==> src/rtl/scratch_ram_arbiter.sv <==
// Shares the 256x10 scratch RAM between port A (CPU) and port B (stack/irq/debug) and owns a full-RAM clear engine.
// Define SCR_ARB_RR_EN for round-robin arbitration; otherwise port A has fixed priority.
module scratch_ram_arbiter #(
    parameter int              DW      = 10,
    parameter int              AW      = 8,
    parameter logic [DW-1:0]   CLR_VAL = '0
) (
    input  logic          clk,
    input  logic          RST_N,

    input  logic          A_REQ,
    input  logic          A_WE,
    input  logic [AW-1:0] A_ADDR,
    input  logic [DW-1:0] A_DIN,
    output logic          A_GNT,
    output logic [DW-1:0] A_DOUT,
    output logic          A_RVALID,

    input  logic          B_REQ,
    input  logic          B_WE,
    input  logic [AW-1:0] B_ADDR,
    input  logic [DW-1:0] B_DIN,
    output logic          B_GNT,
    output logic [DW-1:0] B_DOUT,
    output logic          B_RVALID,

    input  logic          CLR_START,
    output logic          BUSY,

    output logic [AW-1:0] SCR_ADDR,
    output logic          SCR_WE,
    output logic [DW-1:0] SCR_DIN,
    input  logic [DW-1:0] SCR_DOUT
);

    typedef enum logic {
        ST_CLEAR = 1'b0,
        ST_IDLE  = 1'b1
    } state_t;

    state_t        state_q, state_d;
    logic [AW-1:0] cnt_q, cnt_d;
    logic [DW-1:0] a_dout_q, a_dout_d;
    logic [DW-1:0] b_dout_q, b_dout_d;
    logic          a_rvalid_q, a_rvalid_d;
    logic          b_rvalid_q, b_rvalid_d;
    logic          grant_a, grant_b;

`ifdef SCR_ARB_RR_EN
    // 1 means B won the most recent grant, so A wins the next contest.
    logic          rr_last_q, rr_last_d;
`endif

    always_comb begin
        grant_a = 1'b0;
        grant_b = 1'b0;
        if (state_q == ST_IDLE && !CLR_START) begin
`ifdef SCR_ARB_RR_EN
            grant_a = A_REQ && (!B_REQ || rr_last_q);
`else
            grant_a = A_REQ;
`endif
            grant_b = B_REQ && !grant_a;
        end
    end

    always_comb begin
        state_d    = state_q;
        cnt_d      = cnt_q;
        a_dout_d   = a_dout_q;
        b_dout_d   = b_dout_q;
        a_rvalid_d = 1'b0;
        b_rvalid_d = 1'b0;
`ifdef SCR_ARB_RR_EN
        rr_last_d  = rr_last_q;
`endif
        BUSY       = 1'b0;
        SCR_WE     = 1'b0;
        SCR_ADDR   = '0;
        SCR_DIN    = '0;

        case (state_q)
            ST_CLEAR: begin
                BUSY     = 1'b1;
                SCR_WE   = 1'b1;
                SCR_ADDR = cnt_q;
                SCR_DIN  = CLR_VAL;
                cnt_d    = cnt_q + AW'(1);
                if (cnt_q == '1) begin
                    state_d = ST_IDLE;
                end
            end
            ST_IDLE: begin
                if (CLR_START) begin
                    state_d = ST_CLEAR;
                    cnt_d   = '0;
                end else if (grant_a) begin
                    SCR_WE   = A_WE;
                    SCR_ADDR = A_ADDR;
                    SCR_DIN  = A_DIN;
                    if (!A_WE) begin
                        a_dout_d   = SCR_DOUT;
                        a_rvalid_d = 1'b1;
                    end
`ifdef SCR_ARB_RR_EN
                    rr_last_d = 1'b0;
`endif
                end else if (grant_b) begin
                    SCR_WE   = B_WE;
                    SCR_ADDR = B_ADDR;
                    SCR_DIN  = B_DIN;
                    if (!B_WE) begin
                        b_dout_d   = SCR_DOUT;
                        b_rvalid_d = 1'b1;
                    end
`ifdef SCR_ARB_RR_EN
                    rr_last_d = 1'b1;
`endif
                end
            end
        endcase
    end

    // Reset restarts the sweep from address 0 and drops any in-flight read pulse.
    always_ff @(posedge clk) begin
        if (!RST_N) begin
            state_q    <= ST_CLEAR;
            cnt_q      <= '0;
            a_dout_q   <= '0;
            b_dout_q   <= '0;
            a_rvalid_q <= 1'b0;
            b_rvalid_q <= 1'b0;
`ifdef SCR_ARB_RR_EN
            rr_last_q  <= 1'b1;
`endif
        end else begin
            state_q    <= state_d;
            cnt_q      <= cnt_d;
            a_dout_q   <= a_dout_d;
            b_dout_q   <= b_dout_d;
            a_rvalid_q <= a_rvalid_d;
            b_rvalid_q <= b_rvalid_d;
`ifdef SCR_ARB_RR_EN
            rr_last_q  <= rr_last_d;
`endif
        end
    end

    assign A_GNT    = grant_a;
    assign B_GNT    = grant_b;
    assign A_DOUT   = a_dout_q;
    assign B_DOUT   = b_dout_q;
    assign A_RVALID = a_rvalid_q;
    assign B_RVALID = b_rvalid_q;

endmodule

==> config.mk <==
export PLATFORM = sky130hd
export DESIGN_NAME = scratch_ram_arbiter
export DESIGN_NICKNAME = d
export VERILOG_FILES = /design/src/rtl/scratch_ram_arbiter.sv
export SDC_FILE = /design/constraint.sdc
export NUM_CORES = 1
export LEC_CHECK = 0
export CORE_MARGIN = 3
export CORE_UTILIZATION = 35
export DETAILED_ROUTE_END_ITERATION = 12
export MAX_ROUTING_LAYER = met4
export PLACE_DENSITY = 0.75
export SYNTH_ARGS = -nofsm -noshare
export SYNTH_HDL_FRONTEND = slang
export SYNTH_SLANG_ARGS = --single-unit
==> constraint.sdc <==
create_clock -name clk -period 2.6 [get_ports clk]
set_clock_uncertainty 0.2 [all_clocks]
set_input_delay 0.65 -clock clk [delete_from_list [all_inputs] [get_ports clk]]
set_output_delay 0.65 -clock clk [all_outputs]
set_load 0.02 [all_outputs]
Word-level counts from Yosys, hierarchy flattened
Index checks and enable logic that the tools add are counted.
W data, S select, Z words.
{ "classes": {"eq_ne": 2, "bitwise_logic": 7, "reduce_logical": 8, "mux": 22, "addsub": 1} }
{ "op_table": {"columns": ["op", "n"], "rows": [
  ["$mux W8", 4],
  ["$pmux W8 S2", 2],
  ["$mux W10", 3],
  ["$pmux W10 S2", 1],
  ["$mux W1", 10],
  ["$add A8 B1 Y8 const B", 1],
  ["$eq A8 B8 Y1 const B", 1],
  ["$not A1 Y1", 7],
  ["$reduce_and A5 Y1", 1],
  ["$reduce_or A5 Y1", 1],
  ["$pmux W1 S2", 2],
  ["$reduce_and A4 Y1", 1],
  ["$reduce_or A4 Y1", 1],
  ["$logic_and A1 B1 Y1", 2],
  ["$logic_not A1 Y1", 2],
  ["$ne A2 B2 Y1 const B", 1]
]} }
{ "word_totals": {"inputBits": 53, "regBits": 31} }

Depth between registers and ports, before layout
Gate-level depths: netlist of run 1.
{ "logic_depth": {"ltp_word": 7, "ltp_mapped": 5, "depth_no_buf": 4} }

Least setup slack after synthesis of run 1
OpenSTA, ideal clock, no wires.
{ "synth_path": {"path_kind": "input port to output port", "start": "in CLR_START", "end": "out SCR_ADDR[5]", "required_ns": 1.750, "slack_ns": 0.153, "path_stages": 4, "arrival_ns": 1.597, "cell_sequence": "and3b_1 clkbuf_1 a22oi_1 nand2_1"} }
{ "synth_via": {"word_cells_on_any_way": 8} }
{ "synth_lines": {"columns": ["item", "line", "rtl"], "rows": [
  ["start, declared", "27", "input logic CLR_START,"],
  ["$logic_not A1 Y1", "57", "if (state_q == ST_IDLE && !CLR_START) begin"],
  ["$logic_and A1 B1 Y1", "57", null],
  ["$mux W1", "57", null],
  ["via A_GNT", "15", "output logic A_GNT,"],
  ["$mux W8", "97", "end else if (grant_a) begin"],
  ["$mux W8", "94", "if (CLR_START) begin"],
  ["$pmux W8 S2", "82", "case (state_q)"],
  ["end, declared", "30", "output logic [AW-1:0] SCR_ADDR,"]
]} }
The timed path passes the listed nets, and every way through them passes these cells.

Final worst setup path of run 1
{ "layout_path": {"start": "in A_REQ", "end": "out SCR_WE"} }
{ "layout_via": {"elab_chain_len": 7, "word_cells_on_any_way": 8} }
{ "layout_lines": {"columns": ["item", "line", "rtl"], "rows": [
  ["start, declared", "11", "input logic A_REQ,"],
  ["$logic_not A1 Y1", "63", "grant_b = B_REQ && !grant_a;"],
  ["$logic_and A1 B1 Y1", "63", null],
  ["$mux W1", "57", null],
  ["$mux W1", "108", "end else if (grant_b) begin"],
  ["$mux W1 (*)", "97", null],
  ["$mux W1 (*)", "94", null],
  ["$pmux W1 S2 (*)", "82", null],
  ["end, declared", "31", "output logic SCR_WE,"]
]} }
Mark *: on every way between the ends. The rest lies on a longest branch, timed or not.

==> results of run 1 <==
[final cells by class]
cell class,instances,area [um^2]
multi-input combinational,130,891
clock buffer,7,76.3
sequential,31,622
tap,50,62.6
fill,360,1400
inverter,8,30.0
timing repair buffer,122,1080
clock inverter,1,5.00
[worst register-to-register path: cells and delay by family (launching register included)]
kind	cells	cell delay, ns
buf+inv	8	1.03
flops	1	0.38
compound gates	2	0.30
simple gates	1	0.13
[stage by stage]
| stage | std cells | area [um^2] | utilization |
|---|---|---|---|
| 6_report | 349 | 2770 | 0.664 |
| 5_1_grt | 349 | 2770 | 0.664 |
| 4_1_cts | 349 | 2750 | 0.659 |
| 3_5_place_dp | 330 | 2650 | 0.635 |
| 3_3_place_gp | 330 | 2650 | 0.635 |
| 2_1_floorplan | 184 | 1580 | - |
[placed cells by master, fill, tap and decap left out, types with 2 or more instances in the layout]
master and n:
a21boi_0 20, a21boi_1 6, a221o_1 2, a22o_1 10, a22oi_1 5, a22oi_2 2
a31oi_1 2, and2_1 2, buf_2 18, buf_4 20, buf_6 8, clkbuf_1 2
clkbuf_8 5, clkdlybuf4s50_1 72, dfxtp_1 30, dlygate4sd2_1 2, inv_1 7, nand2_1 26
nand2b_1 2, nand3b_1 11, nor2b_1 2, o21ai_0 16, o21ai_1 3, o311ai_0 3
or4_1 4
[state kept, by name (all words and copies together), names as in the netlist]
name and flops:
A_DOUT 10, cnt_q 8, B_DOUT 10, B_RVALID 1, state_q 1, A_RVALID 1
[repair_timing]
action | CTS | global route
hold endpoints to repair | 0 | 0
gates cloned | 4 | 0
pin swaps | 2 | 0
gates resized for setup | 110 | 7
setup endpoints to repair | 21 | 23
hold buffers | 0 | 0
buffers inserted | 7 | 0
[kinds of logic after synthesis]
logic type	Yosys count
compound gates	72
simple gates	57
flops	31
fa+ha+maj	1
buf+inv	23
[report_power, final]
| part | leakage, nW | internal, mW | switching (mW) |
|---|---|---|---|
| combinational | 0.760 | 0.0921 | 0.0403 |
| clock | 0.0422 | 0.188 | 0.169 |
| sequential | 0.251 | 0.479 | 0.00648 |
| total | 1.05 | 0.758 | 0.216 |
[routing by layer]
layer	track usage	vias up	routed length (um)
li1	-	900	-
met5	-	-	0
met1	0.263	858	2400
met4	0.0615	0	38
met2	0.331	72	2670
met3	0.0537	6	417
[path summary, 6_finish.rpt]
kind / endpoint / slack, ns / cells after the start
min: A_DOUT[5] / 0.26 / 2
max: SCR_WE / 0.03 / 6
max reg2reg: B_DOUT[0] / 0.43 / 11
min reg2reg: A_DOUT[5] / 0.26 / 2
==> metrics.md, run 1 <==
| Metric | Value |
|---|---|
| Status | finished clean |
| H-tree depth | 2 |
| Max-slew violations | 0 |
| Min cycle time layout | 2.57 ns |
| Gr ovfl total | 0 |
| Pwr dens | 352 mW/mm^2 |
| Final-report hold violation count | 0 |
| HP Start | A_DOUT[5] |
| Crit Path Class | primary input to primary output |
| Routed vias | 1836 |
| Lkg Pwr | 1.05 nW |
| Total power | 0.974 mW |
| Fmax | 0.388 GHz |
| Slew @ Worst Pin | 0.347 ns |
| DIE WIDTH | 73.2 um |
| Synth Area in Compound Gates | 0.328 |
| CTS buffer count | 5 |
| CP Capture Type | primary output |
| Sum Neg Setup Slack | 0 ns |
| Post-Syn Area | 0.00158 mm^2 |
| Layout cells sized above 1 | 0.207 |
| CTS tree | built |
| CP max FO | 5 |
| Final WS setup | 0.0259 ns |
| Via density | 5.26 |
| Synth area leader | dfxtp_1 |
| Hold crit path type | flip-flop to flip-flop |
| Initial DRC Count | 91 |
| Post-synth EDFFs | 0 |
| Post-synthesis xor/xnor area fraction | 0 |
| Crit-path cells | buf_2 -> buf_6 -> and3b_2 -> buf_6 -> a221o_1 -> buf_6 |
| Post-DP HPWL | 3.84 mm |
| Num rows | 23 |
| Mux contribution to synthesized area | 0 |
| Main combinational cell family by area after synthesis | compound AO/OA/AOI/OAI gates |
| Starting Density | 0.379 |
| Final Cycle Share | 0.990 |
| Residual DRC | 0 |
| FF+latch count, synth | 31 |
| Skew-Pair Late Insertion Delay | 0.27 ns |
| Worst-case vdd ir drop | 0.357 mV |
| Required time of the critical path | 1.75 ns |
| Largest net degree at the start of global routing | 32 |
| Vias in the first global route | 1779 |
| Netlist cell types | 31 |
| Maxcap violations | 0 |
| Root buffer cell | clkbuf_8 |
| Top cell by count, worst path | buf_6 |
| Overall Global Routing Usage | 0.210 |
| Sequential share of the synthesized area | 0.393 |
| Warnings, synthesis | 0 |
| DP Worst Slack | -0.735 ns |
| Top cell type's share of synthesized area | 0.393 |
| N_diodes | 0 |
| Die H | 73.2 um |
| Post-Syn Instances | 184 |
| Main synth FF type | dfxtp_1 |
| Core area | 0.00417 mm^2 |
| Crit path DAT | 1.72 ns |
| Die area | 0.00536 mm^2 |
| First-pass GRT wire length | 8.54 mm |
| Crit-path max cell delay | 0.32 ns |
| Sink Count | 31 |
| Top cells by count, synth | 31 x dfxtp_1, 26 x nand2_1, 20 x a21boi_0, 19 x o21ai_0, 11 x nand3b_1 |
| Dominant cell by count in the synthesized netlist | dfxtp_1 |
| CP max-delay cell | a221o_1 |
| Drt first pass iters | 4 |
| Worst setup path startpoint | A_REQ |
| WL per Instance | 15.9 um |
| Async set-reset flop share out of synthesis | 0 |
| Slew HR | 0.766 |
| Syn_area_per_cell | 8.59 um^2 |
| Mapped Nets | 238 |
| Initial antenna violation count | 0 |
| Critical path buffers and inverters | 4 |
| Post-synthesis adder-cell area fraction | 0.00792 |
| Startpoint class of the critical path | primary input |
| RSZ-0062 raised after global routing | yes |
| Area grow syn2layout | 75.4% |
| WHS | 0.261 ns |
| Final nets | 352 |
| RePlAce Congestion | 0.784 |
| Worst-case clock buffer depth | 2 |
| Io pins | 97 |
| Post-synthesis simple-gate area fraction | 0.211 |
| Final setup violation count | 0 |
| Reg2reg start | state_q |
| Antenna violation net count after detailed routing | 0 |
| Most area-consuming cells after synthesis | dfxtp_1 39%, a21boi_0 9.5%, nand2_1 6.2% |
| Worst-path clk slew | 0.06 ns |
| PortBufs | 96 |
| Family with the most delay on the worst path | buffers and inverters |
| Routed WL | 5.54 mm |
Power figures use the tool's default switching activity.
==> run 2, diff against run 1 <==
--- a/config.mk
+++ b/config.mk
@@ -5,11 +5,13 @@
 export SDC_FILE = /design/constraint.sdc
 export NUM_CORES = 1
 export LEC_CHECK = 0
+export ABC_AREA = 1
 export CORE_MARGIN = 3
 export CORE_UTILIZATION = 35
 export DETAILED_ROUTE_END_ITERATION = 12
 export MAX_ROUTING_LAYER = met4
-export PLACE_DENSITY = 0.75
+export PLACE_DENSITY = 0.76
+export SKIP_LAST_GASP = 1
 export SYNTH_ARGS = -nofsm -noshare
 export SYNTH_HDL_FRONTEND = slang
 export SYNTH_SLANG_ARGS = --single-unit
==> metrics.md, run 2 <==
| Metric | Value |
|---|---|
| Final-report hold violation count | 0 |
| Post-synth EDFFs | 0 |
| Final nets | 381 |
| Top layer in use | met4 |
| RePlAce Congestion | 0.891 |
| Met2 WL | 2.25 mm |
| Largest net degree at the start of global routing | 18 |
| Max-slew violations | 0 |
| First-pass GRT wire length | 7.79 mm |
| Worst-path clk slew | 0.06 ns |
| Maxcap violations | 0 |
| Warnings, synthesis | 0 |
| DIE WIDTH | 72.0 um |
| Crit-path max cell delay | 0.24 ns |
| Root buffer cell | clkbuf_8 |
| Area grow syn2layout | 73.4% |
| Final Cycle Share | 0.953 |
| Slew HR | 0.697 |
| FF+latch count, synth | 31 |
| RSZ-0062 raised after global routing | no |
| Mapped Nets | 270 |
| Initial antenna violation count | 0 |
| Status | finished clean |
| Pint | 0.770 mW |
| Commonest non-fill, non-tap cell in the layout | clkdlybuf4s50_1 |
| Crit Path Class | primary input to primary output |
| Routed WL | 4.99 mm |
| Die H | 72.0 um |
| H-tree depth | 2 |
| Clock group share of total power | 0.377 |
| Critical path buffers and inverters | 4 |
| Post-Syn Area | 0.00152 mm^2 |
| Skew-Pair Late Insertion Delay | 0.28 ns |
| DR WL met3 | 461 um |
| Psw | 0.214 mW |
| Synth area leader | dfxtp_1 |
| CP Capture Type | primary output |
| Most area-consuming cells after synthesis | dfxtp_1 41%, nand2_1 13%, nor2_1 7.4% |
| CP max-delay cell | dlygate4sd2_1 |
| Vias in the first global route | 1631 |
| Multi-input logic area | 766 um^2 |
| Most frequent cells in the layout | 72 x clkdlybuf4s50_1, 50 x nand2_1, 31 x dfxtp_1, 30 x nor2_1, 22 x nand3_1 |
| Required time of the critical path | 1.75 ns |
| Lkg Pwr | 1.10 nW |
| Final setup violation count | 0 |
| Layout cells sized above 1 | 0.171 |
| Gr ovfl total | 0 |
| CP max FO | 6 |
| Min cycle time layout | 2.48 ns |
| Crit-path cells | dlygate4sd2_1 -> inv_2 -> nand2_2 -> nor2_4 -> buf_6 -> nand2_1 -> o211ai_1 -> buf_4 |
| Met1 WL | 2.23 mm |
| Sink Count | 31 |
| Slew @ Worst Pin | 0.452 ns |
| Reg2reg setup slack | 0.79 ns |
| Drt first pass iters | 4 |
| Top cells by count, synth | 51 x nand2_1, 31 x dfxtp_1, 30 x nor2_1, 22 x nand3_1, 19 x a21oi_1 |
| Num rows | 23 |
| Register share of total power | 0.492 |
| Core area | 0.00409 mm^2 |
| Sum Neg Setup Slack | 0 ns |
| Layout Cells excl Fill | 377 |
| CTS tree | built |
| Netlist cell types | 24 |
| Post-DP HPWL | 3.94 mm |
| Worst-case vdd ir drop | 0.350 mV |
| Dominant cell by count in the synthesized netlist | nand2_1 |
| Antenna violation net count after detailed routing | 0 |
| Register area | 621 um^2 |
| CTS buffer count | 5 |
| Crit path DAT | 1.63 ns |
| Sw Share | 0.218 |
| Die area | 0.00518 mm^2 |
| CTS Hold Bufs | 0 |
| WHS | 0.261 ns |
| Syn_area_per_cell | 7.06 um^2 |
| Post-Syn Instances | 216 |
| Residual DRC | 0 |
| Sequential share of the synthesized area | 0.407 |
| N_diodes | 0 |
| Worst-case clock buffer depth | 2 |
| Top cell type's share of synthesized area | 0.407 |
| Initial DRC Count | 75 |
| Hold crit path type | flip-flop to flip-flop |
| Fmax | 0.404 GHz |
| Family with the most delay on the worst path | buffers and inverters |
| Final WS setup | 0.123 ns |
| Io pins | 97 |
| Fillers | 386 |
| DP Worst Slack | -0.614 ns |
| Starting Density | 0.373 |
| Pwr dens | 373 mW/mm^2 |
| Startpoint class of the critical path | primary input |
| Async set-reset flop share out of synthesis | 0 |
| PortBufs | 96 |
| Routed vias | 1805 |
| WL per Instance | 13.2 um |
| Cells after DPL | 367 |
| Via density | 4.79 |
| Overall Global Routing Usage | 0.196 |
| Main synth FF type | dfxtp_1 |
| Combinational power share | 0.131 |
[run 2: cell count changes after synthesis, sizes merged, moves of 6 or more]
cell	previous run	this run
a21boi	26	0
nor2	1	32
nand3	2	22
o21ai	19	11
inv	8	15
a22oi	7	1
nand3b	11	1
nand2	26	53
a21oi	0	19
[run 2: worst register-to-register path, cell delays in order, from the launching register on]
cell	delay, ns
dfxtp_1	0.38
nand2_4	0.09
nor2_4	0.19
buf_4	0.14
buf_4	0.09
buf_4	0.16
nand2_1	0.24
nand2_1	0.12
a21oi_1	0.07
[run 2: repair_timing]
action | 4_1_cts | 5_1_grt
resized for setup | 97 | 3
pin swaps | 3 | 1
setup endpoints to repair | 21 | 13
buffers inserted | 1 | 1
cloned | 1 | 0
[run 2: path summary, 6_finish.rpt]
| path | start | end | cells after the start |
|---|---|---|---|
| hold / removal | B_DOUT[3] | B_DOUT[3] | 2 |
| setup / recovery | A_REQ | SCR_ADDR[1] | 8 |
| hold reg to reg | B_DOUT[3] | B_DOUT[3] | 2 |
| setup reg to reg | state_q | B_DOUT[4] | 8 |
[run 2: cell type report]
| type | instances | area share |
|---|---|---|
| tap | 50 | 0.0237 |
| sequential | 31 | 0.235 |
| inverter | 17 | 0.0241 |
| clock inverter | 1 | 0.00189 |
| multi-input combinational | 156 | 0.290 |
| timing repair buffer | 116 | 0.394 |
| clock buffer | 6 | 0.0313 |
[run 2: metal layers]
metal / up-vias / GRT usage
met4: 0 / 0.0501
met5: - / -
met3: 5 / 0.0540
met2: 81 / 0.315
met1: 779 / 0.244
li1: 940 / -
[run 2: power groups by stage]
stage	sequential, mW	combinational [mW]	clock (mW)
after floorplan	0.493	0.0311	0
after global placement	0.495	0.131	0
after detailed placement	0.495	0.131	0
after CTS	0.484	0.129	0.386
after global routing	0.485	0.139	0.407
final	0.485	0.129	0.371
[run 2: cells by family after synthesis]
kind of cell	synth area share
simple gates	0.307
compound gates	0.186
flops	0.407
buf+inv	0.0920
fa+ha+maj	0.00821
[run 2: metrics by stage]
step	total power [mW]	cell area (um^2)	util
6_report	0.985	2640	0.647
5_1_grt	1.03	2640	0.647
4_1_cts	1.00	2640	0.646
3_5_place_dp	0.626	2600	0.636
3_3_place_gp	0.626	2600	0.636
2_1_floorplan	0.525	1520	-
